**src/rtl/score_bcd_converter.sv**
```systemverilog
// score_bcd_converter: sequential binary-to-BCD converter (shift-and-add-3), one shift per clock.
//
// Ports:
//   clk       system clock
//   rst       synchronous, active-high reset
//   start     conversion request, accepted in idle and in the publish cycle
//   bin       binary value, captured on the accepting edge only
//   busy      high while shifting
//   done      one-cycle pulse, coincident with the new bcd/overflow values
//   bcd       packed digits, [3:0] is the ones digit
//   overflow  last converted value did not fit in DIGITS decimal digits
module score_bcd_converter #(
  parameter int unsigned IN_W   = 16,
  parameter int unsigned DIGITS = 5
) (
  input  logic                  clk,
  input  logic                  rst,
  input  logic                  start,
  input  logic [IN_W-1:0]       bin,
  output logic                  busy,
  output logic                  done,
  output logic [4*DIGITS-1:0]   bcd,
  output logic                  overflow
);

  localparam int unsigned BcdW = 4 * DIGITS;
  localparam int unsigned CntW = $clog2(IN_W + 1);

  typedef enum logic [1:0] {StIdle, StShift, StDone} state_e;

  state_e            state_q, state_d;
  logic [IN_W-1:0]   shreg_q, shreg_d;
  logic [BcdW-1:0]   scratch_q, scratch_d;
  logic [BcdW-1:0]   scratch_adj;
  logic              trk_q, trk_d;
  logic [CntW-1:0]   cnt_q, cnt_d;
  logic [BcdW-1:0]   bcd_q, bcd_d;
  logic              ovf_q, ovf_d;
  logic              done_q, done_d;
  logic              shift_out;

  // Add-3 correction on every nibble in parallel before the shift.
  always_comb begin
    scratch_adj = '0;
    for (int i = 0; i < int'(DIGITS); i++) begin
      scratch_adj[4*i +: 4] = scratch_q[4*i +: 4] +
                              ((scratch_q[4*i +: 4] >= 4'd5) ? 4'd3 : 4'd0);
    end
  end

  always_comb begin
    state_d   = state_q;
    shreg_d   = shreg_q;
    scratch_d = scratch_q;
    trk_d     = trk_q;
    cnt_d     = cnt_q;
    bcd_d     = bcd_q;
    ovf_d     = ovf_q;
    done_d    = 1'b0;
    shift_out = 1'b0;

    case (state_q)
      StIdle, StDone: begin
        if (state_q == StDone) begin
          // Publish all outputs in one edge so the display never sees a partial value.
          bcd_d  = scratch_q;
          ovf_d  = trk_q;
          done_d = 1'b1;
        end
        if (start) begin
          shreg_d   = bin;
          scratch_d = '0;
          trk_d     = 1'b0;
          cnt_d     = CntW'(IN_W);
          state_d   = StShift;
        end else begin
          state_d = StIdle;
        end
      end
      StShift: begin
        {shift_out, scratch_d, shreg_d} = {scratch_adj, shreg_q, 1'b0};
        // Any bit leaving the top digit means the value needs more than DIGITS digits.
        trk_d = trk_q | shift_out;
        cnt_d = cnt_q - CntW'(1);
        if (cnt_q == CntW'(1)) begin
          state_d = StDone;
        end
      end
      default: state_d = StIdle;
    endcase
  end

  always_ff @(posedge clk) begin
    if (rst) begin
      state_q   <= StIdle;
      shreg_q   <= '0;
      scratch_q <= '0;
      trk_q     <= 1'b0;
      cnt_q     <= '0;
      bcd_q     <= '0;
      ovf_q     <= 1'b0;
      done_q    <= 1'b0;
    end else begin
      state_q   <= state_d;
      shreg_q   <= shreg_d;
      scratch_q <= scratch_d;
      trk_q     <= trk_d;
      cnt_q     <= cnt_d;
      bcd_q     <= bcd_d;
      ovf_q     <= ovf_d;
      done_q    <= done_d;
    end
  end

  assign busy     = (state_q == StShift);
  assign done     = done_q;
  assign bcd      = bcd_q;
  assign overflow = ovf_q;

endmodule
```
**config.mk**
```make
export PLATFORM = sky130hd
export DESIGN_NAME = score_bcd_converter
export DESIGN_NICKNAME = d
export VERILOG_FILES = /design/src/rtl/score_bcd_converter.sv
export SDC_FILE = /design/constraint.sdc
export NUM_CORES = 1
export LEC_CHECK = 0
export ABC_AREA = 1
export BUFFER_PORTS_ARGS = -buffer_cell sky130_fd_sc_hd__buf_4
export CORE_MARGIN = 5
export CORE_UTILIZATION = 30
export CTS_CLUSTER_DIAMETER = 200
export DETAILED_ROUTE_END_ITERATION = 10
export GPL_ROUTABILITY_DRIVEN = 0
export HOLD_SLACK_MARGIN = 0.06
export PLACE_DENSITY_LB_ADDON = 0.05
export SLEW_MARGIN = 0
export SYNTH_ARGS = -nofsm -noshare
export SYNTH_HDL_FRONTEND = slang
export SYNTH_SLANG_ARGS = --single-unit
```
**constraint.sdc**
```tcl
create_clock -name clk -period 4.84 [get_ports clk]
set_input_delay 1.452 -clock clk [delete_from_list [all_inputs] [get_ports clk]]
set_output_delay 1.452 -clock clk [all_outputs]
set_load 0.01 [all_outputs]
```
==> results.cfg, run 1 <==
[outcome]
run_status = complete, no violations

[clock_tree]
clock_latency_ps = 330
clock_sinks = 66
cts_resized = 0
cts_root_buf = clkbuf_8
cts_made_buffers = 9
clkTransAtPathRegs_ps = 70
post_cts_buffers = 0
cts_tree = done
clock_path_buffers = 2
ctsHoldBuffers = 0
cts_htree_levels = 3

[synthesis]
yosys-top-cells-count = nand2_1 (91), dfxtp_1 (66), a21oi_1 (41)
synthesis.area_mm2 = 0.00293
synthFlopType = dfxtp_1
yosysMostFrequentCell = nand2_1
synthesis.nets = 421
synth_top_area_share_pct = 45.0
synth.yosys.seq_area_share_pct = 45.0
ys_seq_elements = 66
synth_top_area_cell = dfxtp_1
ys_warn_count = 0
postSynthAreaPerCell_um2 = 7.62
netlist_top_cells_area = dfxtp_1 (45%), nand2_1 (12%), a21oi_1 (7.0%), o21ai_0 (6.5%), ha_1 (5.1%)
ys_types = 19
synth_edf_count = 0
async_flop_share_pct = 0
synthCells = 385

[power]
pwr-share-comb_pct = 8.8
p_seq_share_pct = 51.0
p_sw_share_pct = 24.7
p_leak_nw = 1.35
irDropWorstVdd_v = 0.000135
pwr_density_cell_mw_per_mm2 = 321
switchingPower_mw = 0.277
p_int_mw = 0.843
clkPwrFrac_pct = 40.2

[sta]
setup_viol_count_final = 0
slew-limit-headroom_pct = 37.1
hold_viol = 0
tightest_slew_ps = 942
clock_skew_ps = 10.3
finalCritPeriodShare_pct = 62.9
final_max_slew_viol_count = 0
fin_tns_setup_ps = 0
rsz0062_at_grt = no
setup_ws_ps = 1790
max_freq_ghz = 0.328
min_period_ps = 3050

[cells_and_area]
n_antenna_cell = 0
drive_gt1_share_pct = 15.1
fin_nets = 456
area_growth_pct = 19.1

[setup_path]
critical_path.max_fanout = 33
crit_type = reg -> out
crit_required_ps = 3390
critPathLaunchType = flip-flop
worstPathArrival_ps = 1590
crit_path_end_kind = output pin

[route]
routedWlPerCell_um = 12.6
drc = 0
via_count = 2548
ant_nets = 0
post_drt_via_cell_ratio = 4.57
first_pass_iters = 4
wl_um = 7010
drt_iter0_drc = 51

[global_routing]
gr-total-overflow = 0
track_usage_pct = 13.0
grt_pass1_wl_um = 11900
grt_pass1_vias = 2513
antenna_found_initial = 0
grt_start_max_net_pins = 38

[place]
preCtsSetupSlack_ps = 1660
port_buffers = 41
place_hpwl_um = 4620

[floorplan]
rows = 36
ios = 42
core_mm2 = 0.00964
die_x_um = 109
die_h_um = 109
start_util_pct = 30.4
floorplan.die_area_mm2 = 0.0119

[hold_path]
hold_class = reg -> reg

[flow_run]
drv_cap = 0
worst max-delay path, stage by stage, from the launching register on:
cell     delay (ps)
dfxtp_1         350
nand2_2         170
inv_2           510
buf_4           230
routing by layer:
metal / GRT usage (%) / routed length (um) / share of wire (%) / vias up
met5: 0 / 0 / 0 / -
met4: 4.06 / 47 / 0.67 / 0
met3: 4.68 / 380 / 5.4 / 4
met2: 21.6 / 3430 / 49 / 58
met1: 15.6 / 3150 / 45 / 1155
li1: - / - / - / 1331
registers in the layout, indices dropped and copies added (netlist names):
signal / count
overflow: 1
done: 1
cnt_q: 5
trk_q: 1
scratch_q: 20
shreg_q: 16
state_q: 2
bcd: 20
final timing paths:
kind / cells after the start / end / start / slack, ps
worst min register to register: 2 / shreg_q[0]$_SDFFE_PP0P_ / shreg_q[0]$_SDFFE_PP0P_ / 470
worst max register to register: 8 / scratch_q[11]$_SDFFE_PP0P_ / scratch_q[10]$_SDFFE_PP0P_ / 2860
worst max-delay path: 3 / busy / state_q[0]$_SDFFE_PP0P_ / 1790
worst min-delay path: 2 / shreg_q[0]$_SDFFE_PP0P_ / shreg_q[0]$_SDFFE_PP0P_ / 470
per-stage QoR:
step                cells  hold slack, ps  utilization, %  total power [mW]  instance area (um^2)
finish                557             473            36.3              1.12                  3490
global placement      542             456            34.3             0.686                  3310
floorplan             385             439               -             0.655                  2930
detailed placement    542             464            34.3             0.686                  3310
global route          557             499            36.3              1.18                  3490
CTS                   557             474            36.3              1.15                  3490
cell families (layout without fill, tap and decap cells):
family	after synthesis	after routing	share of synthesized area, %
flops	66	66	45.0
compound gates	98	98	17.4
simple gates	146	146	20.3
fa+ha+maj	17	17	8.53
buf+inv	58	97	8.78
power groups by stage:
stage | Sequential [mW] | Clock, mW | Combinational [mW]
2_1_floorplan | 0.583 | 0 | 0.0720
3_3_place_gp | 0.583 | 0 | 0.103
3_5_place_dp | 0.583 | 0 | 0.103
4_1_cts | 0.571 | 0.472 | 0.103
5_1_grt | 0.574 | 0.492 | 0.114
6_report | 0.571 | 0.450 | 0.0989
cell usage in the layout (no fill, tap or decap), drive strengths merged:
cell type and instances:
a21oi 41, ha 12, clkinv 3, a31oi 16, clkbuf 12, o21ai 41
fa 5, bufinv 1, nor3 1, nand2 95, buf 41, nand3 28
inv 40, dfxtp 66, nor2 22
cell type report:
type	count	area, um^2
inverters	41	159
repair buffers	41	308
flip-flops and latches	66	1320
fillers	1066	6140
clock buffers	12	145
clock inverters	3	40.0
well taps	133	166
multi-input cells	261	1360
(Power assumes the default switching activity.)
==> inputs of run 2 (changes only) <==
==> constraint.sdc (replaced) <==
create_clock -name clk -period 3.15 [get_ports clk]
set_input_delay 0.945 -clock clk [delete_from_list [all_inputs] [get_ports clk]]
set_output_delay 0.945 -clock clk [all_outputs]
set_load 0.01 [all_outputs]
==> run 2 against run 1 <==
  * Hold slack got worse by 7.7 ps
  * Sequential power rose by 54%
  * Worst setup slack got worse by 720 ps
  * Clock skew rose by 1.5 ps
  * Core utilization rose by 0.51 points
  * Critical path depth rose by 1
  * Count of clock-buffer cells in the layout fell by 2
  * Total power rose by 60%
  * Global-route usage rose by 0.46 points
  * Critical endpoint unchanged
==> results.cfg, run 2 (synthesized netlist as in run 1, its figures left out) <==
[outcome]
run_status = complete, no violations

[floorplan]
rows = 36
ios = 42
die_h_um = 109
start_util_pct = 30.4
floorplan.die_area_mm2 = 0.0119
die_x_um = 109
core_mm2 = 0.00964

[clock_tree]
cts_resized = 0
clock_latency_ps = 340
cts_htree_levels = 3
post_cts_buffers = 0
cts_made_buffers = 9
cts_root_buf = clkbuf_8
clkTransAtPathRegs_ps = 70
cts_tree = done
clock_sinks = 66
clock_path_buffers = 2
ctsHoldBuffers = 0

[sta]
setup_ws_ps = 1080
slew-limit-headroom_pct = 64.2
clock_skew_ps = 11.7
max_freq_ghz = 0.482
finalCritPeriodShare_pct = 65.8
setup_viol_count_final = 0
tightest_slew_ps = 536
worst_hold_slack_ps = 465
fin_tns_setup_ps = 0
min_period_ps = 2070
rsz0062_at_grt = no
final_max_slew_viol_count = 0
hold_viol = 0

[hold_path]
hold_class = reg -> reg

[cells_and_area]
layout_common_cells = nand2_1 (91), dfxtp_1 (66), buf_4 (45)
n_antenna_cell = 0
final_core_util_pct = 36.8
drive_gt1_share_pct = 16.6
area_growth_pct = 20.8
layout_commonest_cell = nand2_1
fin_nets = 460

[route]
via_count = 2616
post_drt_via_cell_ratio = 4.65
routedWlPerCell_um = 13.0
ant_nets = 0
wl_um = 7310
drt_iter0_drc = 81
drc = 0
first_pass_iters = 4

[setup_path]
crit_path_end_kind = output pin
crit_required_ps = 2200
critPathLaunchType = flip-flop
critical_path.max_fanout = 8
worstPathArrival_ps = 1130
crit_type = reg -> out

[global_routing]
grt_start_max_net_pins = 38
grt_pass1_vias = 2568
grt_pass1_wl_um = 12400
track_usage_pct = 13.4
gr-total-overflow = 0
antenna_found_initial = 0

[power]
finalPower_mw = 1.79
p_leak_nw = 1.37
irDropWorstVdd_v = 0.000164
pwr_density_cell_mw_per_mm2 = 504

[place]
port_buffers = 41
place_hpwl_um = 4800
preCtsSetupSlack_ps = 1130

[flow_run]
drv_cap = 0
## run 2: power by group
group | switching [mW] | internal [mW]
registers | 0.0156 | 0.862
clock network | 0.361 | 0.387
logic | 0.106 | 0.0558
## run 2: worst max-delay path: stages, from the launching register on
cell and delay, ps:
dfxtp_1 360, inv_2 40, nand2_2 200, inv_2 60
buf_4 140
## run 2: layer usage
layer,part of all wire [%],vias up,track usage [%]
met1,49,1224,17.2
met3,3.4,6,2.90
met4,1.1,0,5.86
met5,0,-,0
met2,46,41,21.7
li1,-,1345,-
## run 2: final timing paths
| kind | cells past startpoint | endpoint | from | slack [ps] |
|---|---|---|---|---|
| hold reg to reg | 2 | shreg_q[0]$_SDFFE_PP0P_ | shreg_q[0]$_SDFFE_PP0P_ | 470 |
| setup / recovery | 4 | busy | state_q[1]$_SDFFE_PP0P_ | 1080 |
| setup reg to reg | 8 | scratch_q[19]$_SDFFE_PP0P_ | scratch_q[18]$_SDFFE_PP0P_ | 1170 |
| hold / removal | 2 | shreg_q[0]$_SDFFE_PP0P_ | shreg_q[0]$_SDFFE_PP0P_ | 470 |
## run 2: stage by stage
step                      instances  instance area, um^2
after floorplan                 385                 2930
after global placement          546                 3340
after detailed placement        546                 3340
after CTS                       562                 3540
after global routing            562                 3540
final                           562                 3540
## run 2: final cells by class
class | count | area, um^2
inverters | 41 | 159
well taps | 133 | 166
multi-input cells | 261 | 1360
flip-flops and latches | 66 | 1320
fillers | 1075 | 6100
clock inverters | 6 | 66.3
repair buffers | 45 | 338
clock buffers | 10 | 138
